--- src/rtl/phy_pkg.sv ---
// Shared lane definitions for the serial PHY transmitter and receiver.
// Both ends import this so they agree on symbol width and the comma byte.
package phy_pkg;

  localparam int         DATA_W       = 8;
  localparam logic [7:0] IDLE_PATTERN = 8'hBC;
  localparam int         LOCK_COUNT   = 4;

  typedef enum logic [0:0] {
    INIT   = 1'b0,
    ACTIVE = 1'b1
  } phy_rx_state_t;

endpackage

--- src/rtl/phy_rx_serial_lane_if.sv ---
// Per-lane receive bundle: serial bit in, rebuilt byte, flags out.
// master = side feeding the serial stream, slave = the receiver lane.
interface phy_rx_serial_lane_if #(
  parameter int DATA_W = 8
);

  logic              data_in;
  logic [DATA_W-1:0] data_out;
  logic              valid_out;
  logic              active;
  logic              byte_strobe;

  modport master (
    output data_in,
    input  data_out,
    input  valid_out,
    input  active,
    input  byte_strobe
  );

  modport slave (
    input  data_in,
    output data_out,
    output valid_out,
    output active,
    output byte_strobe
  );

endinterface

--- src/rtl/phy_rx_comma_detect.sv ---
// Serial shift register and comma comparator for one receive lane.
// With PHY_RX_RELOCK_EN defined it also tracks commas that land off the
// current byte boundary, so the lane can re-phase after a bit slip.
module phy_rx_comma_detect #(
  parameter int                DATA_W       = 8,
  parameter logic [DATA_W-1:0] IDLE_PATTERN = 8'hBC,
  parameter int                CW           = 3
) (
  input  logic              clk,
  input  logic              rst_n,
  input  logic              i_data_in,
`ifdef PHY_RX_RELOCK_EN
  input  logic              i_track_en,
  input  logic [CW-1:0]     i_bit_cnt,
  input  logic              i_boundary,
  input  logic              i_rephase,
  output logic              o_slot_seen,
  output logic              o_same_off,
  output logic [CW-1:0]     o_slot_off,
`endif
  output logic [DATA_W-1:0] o_shreg_next,
  output logic              o_match
);

  logic [DATA_W-1:0] r_shreg;

  // The byte is judged on the same edge its last bit arrives.
  assign o_shreg_next = {r_shreg[DATA_W-2:0], i_data_in};
  assign o_match      = (o_shreg_next == IDLE_PATTERN);

  // Shift one bit in per clock, MSB first
  always_ff @(posedge clk or negedge rst_n) begin
    if (!rst_n) begin
      r_shreg <= '0;
    end else begin
      r_shreg <= o_shreg_next;
    end
  end

`ifdef PHY_RX_RELOCK_EN
  localparam logic [CW-1:0] LAST_BIT = CW'(DATA_W - 1);

  logic          w_off_hit;
  logic          r_seen;
  logic          r_prev_seen;
  logic [CW-1:0] r_off;
  logic [CW-1:0] r_prev_off;

  // A comma completing on any edge other than the boundary edge.
  assign w_off_hit = i_track_en && o_match && (i_bit_cnt != LAST_BIT);

  // Remember the off-boundary comma offset for this slot and the previous one
  always_ff @(posedge clk or negedge rst_n) begin
    if (!rst_n) begin
      r_seen      <= 1'b0;
      r_prev_seen <= 1'b0;
      r_off       <= '0;
      r_prev_off  <= '0;
    end else if (!i_track_en) begin
      r_seen      <= 1'b0;
      r_prev_seen <= 1'b0;
      r_off       <= '0;
      r_prev_off  <= '0;
    end else if (i_boundary) begin
      // after a re-phase the old history no longer describes the new grid
      r_prev_seen <= r_seen && !i_rephase;
      r_prev_off  <= r_off;
      r_seen      <= 1'b0;
    end else if (w_off_hit) begin
      r_seen <= 1'b1;
      r_off  <= i_bit_cnt;
    end
  end

  // The boundary edge itself can never be an off-boundary hit, so the
  // registered slot state is complete when the boundary is evaluated.
  assign o_slot_seen = r_seen;
  assign o_same_off  = r_seen && r_prev_seen && (r_off == r_prev_off);
  assign o_slot_off  = r_off;
`endif

endmodule

--- src/rtl/phy_rx_serial_lane.sv ---
// Per-lane serial-to-parallel receiver. Locks byte alignment on a run of
// comma bytes, then rebuilds one byte per DATA_W clocks with a valid flag.
// Optional build macro: PHY_RX_RELOCK_EN (re-phase the byte grid after a
// persistent off-boundary comma while staying ACTIVE).
module phy_rx_serial_lane #(
  parameter int                DATA_W       = phy_pkg::DATA_W,
  parameter logic [DATA_W-1:0] IDLE_PATTERN = phy_pkg::IDLE_PATTERN,
  parameter int                LOCK_COUNT   = phy_pkg::LOCK_COUNT
) (
  input  logic               clk_8f,
  input  logic               reset,
  phy_rx_serial_lane_if.slave lane
);

  import phy_pkg::*;

  localparam int            CW       = $clog2(DATA_W);
  localparam logic [CW-1:0] LAST_BIT = CW'(DATA_W - 1);
  localparam logic [CW-1:0] ONE_BIT  = CW'(1);
  localparam logic [3:0]    LOCK_TGT = 4'(LOCK_COUNT);

  phy_rx_state_t     r_state;
  logic [CW-1:0]     r_bit_cnt;
  logic [3:0]        r_bc_cnt;
  logic [DATA_W-1:0] r_data_out;
  logic              r_valid_out;
  logic              r_active;
  logic              r_byte_strobe;

  logic [DATA_W-1:0] w_shreg_next;
  logic              w_match;
  logic              w_aligned;
  logic              w_boundary;
  logic [3:0]        w_bc_inc;
  logic [CW-1:0]     w_bit_cnt_inc;

`ifdef PHY_RX_RELOCK_EN
  logic              w_slot_seen;
  logic              w_same_off;
  logic [CW-1:0]     w_slot_off;
  logic [3:0]        r_slip_cnt;
  logic [3:0]        w_slip_next;
  logic              w_rephase;
  logic [CW-1:0]     w_rephase_cnt;
`endif

  phy_rx_comma_detect #(
    .DATA_W       (DATA_W),
    .IDLE_PATTERN (IDLE_PATTERN),
    .CW           (CW)
  ) u_comma_detect (
    .clk          (clk_8f),
    .rst_n        (reset),
    .i_data_in    (lane.data_in),
`ifdef PHY_RX_RELOCK_EN
    .i_track_en   (r_state == ACTIVE),
    .i_bit_cnt    (r_bit_cnt),
    .i_boundary   (w_boundary),
    .i_rephase    (w_rephase),
    .o_slot_seen  (w_slot_seen),
    .o_same_off   (w_same_off),
    .o_slot_off   (w_slot_off),
`endif
    .o_shreg_next (w_shreg_next),
    .o_match      (w_match)
  );

  // While searching (INIT, no candidate) any comma match is a boundary;
  // once a candidate exists the boundary is every DATA_W-th edge.
  assign w_aligned     = (r_state == ACTIVE) || (r_bc_cnt != 4'd0);
  assign w_boundary    = w_aligned ? (r_bit_cnt == LAST_BIT) : w_match;
  assign w_bc_inc      = r_bc_cnt + 4'd1;
  assign w_bit_cnt_inc = (r_bit_cnt == LAST_BIT) ? '0 : (r_bit_cnt + ONE_BIT);

`ifdef PHY_RX_RELOCK_EN
  // Count consecutive slots whose off-boundary comma sits at the same offset
  always_comb begin
    w_slip_next = 4'd0;
    if (w_slot_seen) begin
      if (w_same_off) begin
        w_slip_next = r_slip_cnt + 4'd1;
      end else begin
        w_slip_next = 4'd1;
      end
    end else begin
      w_slip_next = 4'd0;
    end
  end

  assign w_rephase     = (r_state == ACTIVE) && w_boundary && (w_slip_next == LOCK_TGT);
  // Load the counter so the next boundary lands DATA_W edges after the comma.
  assign w_rephase_cnt = LAST_BIT - w_slot_off;

  // Slip counter advances only on boundaries while locked
  always_ff @(posedge clk_8f or negedge reset) begin
    if (!reset) begin
      r_slip_cnt <= 4'd0;
    end else if (r_state != ACTIVE) begin
      r_slip_cnt <= 4'd0;
    end else if (w_boundary) begin
      r_slip_cnt <= w_rephase ? 4'd0 : w_slip_next;
    end
  end
`endif

  // Lock FSM, alignment counters and registered lane outputs
  always_ff @(posedge clk_8f or negedge reset) begin
    if (!reset) begin
      r_state       <= INIT;
      r_bit_cnt     <= '0;
      r_bc_cnt      <= 4'd0;
      r_data_out    <= '0;
      r_valid_out   <= 1'b0;
      r_active      <= 1'b0;
      r_byte_strobe <= 1'b0;
    end else begin
      case (r_state)
        INIT: begin
          r_byte_strobe <= 1'b0;
          r_bit_cnt     <= w_aligned ? w_bit_cnt_inc : '0;
          if (w_boundary) begin
            if (w_match) begin
              r_bc_cnt <= w_bc_inc;
              if (w_bc_inc == LOCK_TGT) begin
                r_state       <= ACTIVE;
                r_active      <= 1'b1;
                r_byte_strobe <= 1'b1;
                r_valid_out   <= 1'b0;
              end
            end else begin
              // candidate broken: resume bit search on the next edge
              r_bc_cnt <= 4'd0;
            end
          end
        end
        ACTIVE: begin
          r_bit_cnt <= w_bit_cnt_inc;
          if (w_boundary) begin
            r_byte_strobe <= 1'b1;
`ifdef PHY_RX_RELOCK_EN
            if (w_rephase) begin
              r_bit_cnt   <= w_rephase_cnt;
              r_valid_out <= 1'b0;
            end else if (!w_match) begin
`else
            if (!w_match) begin
`endif
              r_data_out  <= w_shreg_next;
              r_valid_out <= 1'b1;
            end else begin
              // idle slot: payload equal to the comma is indistinguishable
              r_valid_out <= 1'b0;
            end
          end else begin
            r_byte_strobe <= 1'b0;
          end
        end
        default: begin
          r_state       <= INIT;
          r_bc_cnt      <= 4'd0;
          r_byte_strobe <= 1'b0;
        end
      endcase
    end
  end

  assign lane.data_out    = r_data_out;
  assign lane.valid_out   = r_valid_out;
  assign lane.active      = r_active;
  assign lane.byte_strobe = r_byte_strobe;

endmodule

--- src/flat_wrapper.sv ---
// flat-port wrapper written by rule: the top's interface ports become plain ports
module phy_rx_serial_lane_flat import phy_pkg::*;
#(
  parameter int                DATA_W       = phy_pkg::DATA_W,
  parameter logic [DATA_W-1:0] IDLE_PATTERN = phy_pkg::IDLE_PATTERN,
  parameter int                LOCK_COUNT   = phy_pkg::LOCK_COUNT
)
  (clk_8f, reset, lane_data_in, lane_data_out, lane_valid_out, lane_active, lane_byte_strobe);
  phy_rx_serial_lane_if #(.DATA_W(DATA_W)) lane_i ();
  input  logic clk_8f;
  input  logic reset;
  input wire logic [$bits(lane_i.data_in)-1:0] lane_data_in;
  output wire logic [$bits(lane_i.data_out)-1:0] lane_data_out;
  output wire logic [$bits(lane_i.valid_out)-1:0] lane_valid_out;
  output wire logic [$bits(lane_i.active)-1:0] lane_active;
  output wire logic [$bits(lane_i.byte_strobe)-1:0] lane_byte_strobe;
  assign lane_i.data_in = lane_data_in;
  assign lane_data_out = lane_i.data_out;
  assign lane_valid_out = lane_i.valid_out;
  assign lane_active = lane_i.active;
  assign lane_byte_strobe = lane_i.byte_strobe;
  phy_rx_serial_lane #(.DATA_W(DATA_W), .IDLE_PATTERN(IDLE_PATTERN), .LOCK_COUNT(LOCK_COUNT)) u_core (.clk_8f(clk_8f), .reset(reset), .lane(lane_i));
endmodule
--- config.mk ---
export PLATFORM = sky130hd
export DESIGN_NAME = phy_rx_serial_lane_flat
export DESIGN_NICKNAME = d
export VERILOG_FILES = /design/src/rtl/phy_pkg.sv /design/src/rtl/phy_rx_serial_lane_if.sv /design/src/rtl/phy_rx_comma_detect.sv /design/src/rtl/phy_rx_serial_lane.sv /design/src/flat_wrapper.sv
export SDC_FILE = /design/constraint.sdc
export NUM_CORES = 1
export LEC_CHECK = 0
export CORE_MARGIN = 2
export CORE_UTILIZATION = 45
export DETAILED_ROUTE_END_ITERATION = 10
export PLACE_DENSITY = 0.69
export SYNTH_ARGS = -nofsm -noshare
export SYNTH_HDL_FRONTEND = slang
export SYNTH_SLANG_ARGS = --single-unit
--- constraint.sdc ---
create_clock -name clk_8f -period 4.9 [get_ports clk_8f]
set_clock_uncertainty 0.05 [all_clocks]
set_input_delay 1.47 -clock clk_8f [delete_from_list [all_inputs] [get_ports clk_8f]]
set_output_delay 1.47 -clock clk_8f [all_outputs]
set_load 0.05 [all_outputs]
# After elaboration in Yosys (flattened, before gate mapping)
# Index checks and enable logic that the tools add are counted.
[op_classes]
mux = 17
n_eq_ne = 7
add_sub_neg = 2
n_reduce_logical = 6
n_bitwise = 2
[ops]
columns = ["operator", "n"]
rows = [
  ["$mux W1", 11],
  ["$eq A8 B8 Y1 const B", 1],
  ["$reduce_and A4 Y1", 2],
  ["$mux W3", 2],
  ["$ne A2 B1 Y1 const B", 3],
  ["$pmux W3 S2", 1],
  ["$add A4 B1 Y4 const B", 1],
  ["$eq A4 B3 Y1 const B", 1],
  ["$mux W4", 1],
  ["$pmux W1 S2", 2],
  ["$reduce_bool A4 Y1", 1],
  ["$add A3 B1 Y3 const B", 1],
  ["$eq A3 B3 Y1 const B", 1],
  ["$reduce_and A3 Y1", 1],
  ["$ne A2 B2 Y1 const B", 1],
  ["$not A1 Y1", 2],
  ["$reduce_and A2 Y1", 1],
  ["$logic_or A1 B1 Y1", 1],
]
[totals]
in_bits = 3
ff_bits = 26
wordCells = 42
output_inout_bits = 11

# Longest topological paths before layout
[depth]
word_depth = 6
ltp_mapped = 7
mapped_depth_nobuf = 7

# Modules after synthesis
# A second synthesis with hierarchy kept.
[hier_totals]
hier_cells = 72
area_unflattened_um2 = 1041.0
[by_module_without_submodules]
columns = ["module", "seq_area_each_um2", "n_inst", "area_per_inst_um2", "cells_per_inst"]
rows = [
  ["phy_rx_serial_lane", 475.5, 1, 833.3, 61],
  ["phy_rx_comma_detect", 175.2, 1, 207.7, 11],
]

# Worst setup path before layout
# Ideal clock, no wire load.
[synth_path]
path_kind = "input-to-reg"
start = "in lane_data_in"
end = "reg u_core.r_data_out[0] (netlist: u_core.lane.data_out[0])"
required_time_ps = 4725
setup_ps = 125
path_stages = 5
setup_slack_ps = 2389
arrival_ps = 2336
path_cell_list = "nor2_1 -> nand4_2 -> and3_4 -> buf_6 -> mux2_4"
[synth_between]
elab_chain_cells = 3
elab_cells_between_ends = 4
cone_classes = "1 x eq/ne; 1 x mux; 1 x bitwise; 1 x reduce/logical"
[synth_lines]
columns = ["element", "line", "source"]
rows = [
  ["start, declared", "flat_wrapper.sv:12", "input wire logic [$bits(lane_i.data_in)-1:0] lane_data_in;"],
  ["$eq A8 B8 Y1", "phy_rx_comma_detect.sv:29", "assign o_match = (o_shreg_next == IDLE_PATTERN);"],
  ["$mux W1 / $not A1 Y1 (equally long branches)", "-", ""],
  ["$reduce_and A3 Y1 (no source line)", "-", ""],
  ["end signal, assigned", "phy_rx_serial_lane.sv:148", "r_data_out <= w_shreg_next;"],
  ["end, declared", "phy_rx_serial_lane.sv:25", "logic [DATA_W-1:0] r_data_out;"],
]
# Parallel ways exist; a longest one is shown, timed or not.
# A chain may end at the register's enable or synchronous reset.

# Worst setup path in the final report
[layout_path]
start = "reg u_core.r_valid_out (netlist: u_core.lane.valid_out)"
end = "out lane_valid_out"
[layout_lines]
columns = ["element", "line", "source"]
rows = [
  ["start, declared", "phy_rx_serial_lane.sv:26", "logic r_valid_out;"],
  ["start signal, assigned", "phy_rx_serial_lane.sv:113", "r_valid_out <= 1'b0;"],
  ["start signal, assigned", "phy_rx_serial_lane.sv:128", "r_valid_out <= 1'b0;"],
  ["start signal, assigned", "phy_rx_serial_lane.sv:149", "r_valid_out <= 1'b1;"],
  ["end, declared", "flat_wrapper.sv:14", "output wire logic [$bits(lane_i.valid_out)-1:0] lane_valid_out;"],
]
# No word-level cell between the ends.

==> run summary <==
Critical Path Sink Type = primary output
Vias in the first global route = 709
Clock latency on the worst-skew pair = 0.32 ns
Top Ports = 14
Final Wtd Congestion = 0.815
Pre-CTS WS = 1.89 ns
Die height = 54.0 µm
Status = finished, final reports clean
Largest net degree at the start of global routing = 27
CTS tree = yes
Total Power = 0.401 mW
Async S/R FF share, synth = 1.00
Simple-gate share of the synthesized area = 0.137
Post-route ant nets = 0
Clk pin slew, worst setup/hold paths = 0.13 ns
Total CTS buffers = 3
Global-route wire length before repair = 3270 µm
Final setup fails = 0
Max incr delay on CP = 0.81 ns
Max-slew violation count = 0
CP max-delay cell = clkdlybuf4s50_1
Hold Fails Final Rpt = 0
Leak = 0.607 nW
Final TNS setup = 0 ns
Clock sink count = 26
H-tree levels = 1
# Max-Cap Violations = 0
Mapped Nets = 94
Min Hold Slack = 0.370 ns
Post-synthesis mux area share = 0.126
Row Count = 18
Largest family of logic cells by synthesized area = simple AND/OR/NAND/NOR gates
Initial antenna violation count = 0
FF-to-FF End = u_core.lane.valid_out$_DFFE_PN0P_
Post-DP Area = 1280 µm²
CTS Buffer Depth = 2
Synth cell count leaders = dfrtp_1, mux2_4, ha_1, nand2_1, nor2_1
IO buf count = 13
Pre-antenna DRT Iters = 4
Largest cells by area after synthesis = dfrtp_1, mux2_4, ha_1
Hold Path Sink = u_core.u_comma_detect.r_shreg[6]$_DFF_PN0_
F_max = 329 MHz
Routed wire length = 1900 µm
Synthesized cell area = 1120 µm²
Critical path arrival = 1.52 ns
Top-count cell post-synth = dfrtp_1
VDD IR-drop max = 0.247 mV
Root buf cell = clkbuf_4
CP startpoint = u_core.lane.valid_out$_DFFE_PN0P_
Post-Synthesis Cells = 86
Critical path startpoint category = register
Post-CTS Hold Fix Bufs = 0
Final instance area = 1330 µm²
Period utilization = 0.620
Synth Warn # = 0
Via/cell ratio = 5.42
Critical path buffers and inverters = 1
Req. time, crit path = 3.38 ns
Main synth FF type = dfrtp_1
Seq/Total Area, Yosys = 0.578
HP Class = reg -> reg
Max-slew headroom = 0.256
Reg2reg path depth = 6
Hold path depth = 0
Cell family with most CP delay = buffers and inverters
Tmin final = 3.04 ns
Worst-Margin Slew = 1.11 ns
# fillers = 219
Synth top area share = 0.578
Worst-path fanout max = 2
Die ar. = 2920 µm²
Power density cells = 301 nW/µm²
Drt drc = 0
XOR/XNOR Fraction of Synth Area = 0
Mean area per synthesized cell = 13.1 µm²
Critical R2R Launch = u_core.r_bc_cnt[0]$_DFFE_PN0P_
GRT overflow = 0
Die width = 54.0 µm
Crit path kind = reg -> out
Finished Layout Cells = 132
Final #Nets = 111
R2r setup slk = 3.05 ns
Yosys top cell by area = dfrtp_1
CP Cell Sequence = clkdlybuf4s50_1
Synth Area in Adders = 0.0556
Dpl cells = 128
Post_cts resized = 0
Complex-gate fraction of the synthesized area = 0.0801
Area Growth Syn to Fin = 18.6%
Post-CTS setup repair buffer count = 0
Inserted Diodes = 0
Post-synth EDFFs = 0
Post-DP HPWL = 1380 µm
Initial Util = 0.462
Total track usage = 0.162
Core ar. = 2430 µm²
Proportion of layout cells with a drive suffix above 1 = 0.176
Yosys cell types = 28
Yosys reg bits = 26
Hold Crit Start = u_core.u_comma_detect.r_shreg[5]$_DFF_PN0_
Routed wire per std cell = 14.4 µm
Number of DRC markers in iteration 0 = 9
RSZ-0062 raised after global routing = no
Setup ws final = 1.86 ns
Via count = 715
Final core occ = 0.548
-- registers in the layout (all words and copies together), names as in the netlist --
register,flops
u_core.lane.valid_out,1
u_core.r_bit_cnt,3
u_core.r_state,1
u_core.u_comma_detect.r_shreg,7
u_core.lane.data_out,8
u_core.lane.active,1
u_core.lane.byte_strobe,1
u_core.r_bc_cnt,4
-- cells by family (layout without fill, tap and decap cells) --
logic type / Yosys count / in the layout
muxes: 10 / 10
DFF: 26 / 26
adders and majority gates: 5 / 5
and+or+nand+nor: 25 / 25
buffers and inverters: 5 / 21
AOI/OAI and AO/OA: 15 / 15
-- cell usage in the layout (no fill, tap or decap), types with 2 or more instances in the layout --
cell type / Yosys / layout
dfrtp_1: 26 / 26
clkdlybuf4s50_1: 0 / 13
mux2_4: 8 / 8
nor2_1: 5 / 5
nand2_1: 5 / 5
ha_1: 5 / 5
a21oi_1: 4 / 4
inv_1: 4 / 4
o21ai_0: 4 / 4
nor2b_1: 3 / 3
clkbuf_4: 0 / 3
nand2b_1: 2 / 2
nor3_1: 2 / 2
a31oi_1: 2 / 2
-- worst max-delay path by stage --
stage / endpoint / depth (start not counted)
6_report: lane_valid_out / 1
5_1_grt: lane_data_out[6] / 1
4_1_cts: lane_data_out[7] / 1
3_5_place_dp: u_core.r_bc_cnt[0]$_DFFE_PN0P_ / 6
3_3_place_gp: u_core.r_bc_cnt[0]$_DFFE_PN0P_ / 6
2_1_floorplan: u_core.lane.data_out[0]$_DFFE_PN0P_ / 5
-- cell type report --
cell class / count / area, µm² / share of cell area
Multi-Input combinational cell: 55 / 448 / 0.336
Timing Repair Buffer: 13 / 130 / 0.0976
Sequential cell: 26 / 651 / 0.488
Inverter: 4 / 15.0 / 0.0113
Clock buffer: 3 / 22.5 / 0.0169
Tap cell: 30 / 37.5 / 0.0281
Clock inverter: 1 / 30.0 / 0.0225
-- worst register-to-register path, cell delays in order, from the launching register on --
cell	delay, ns
dfrtp_1	0.48
ha_1	0.26
and2b_1	0.24
a21oi_1	0.08
o21ai_1	0.41
nor2_1	0.07
o21a_1	0.17
-- power breakdown --
group          internal (mW)  switching (mW)  total, mW
registers              0.221         0.00491      0.226
logic                 0.0119          0.0194     0.0313
clock network         0.0828          0.0616      0.144
-- per-layer routing --
metal,part of all wire,track usage,vias to the layer above
li1,-,-,333
met1,0.49,0.213,369
met2,0.48,0.246,11
met3,0.028,0.0500,2
met4,0.0089,0.0750,0
met5,0,0,-
Power figures use the tool's default switching activity.
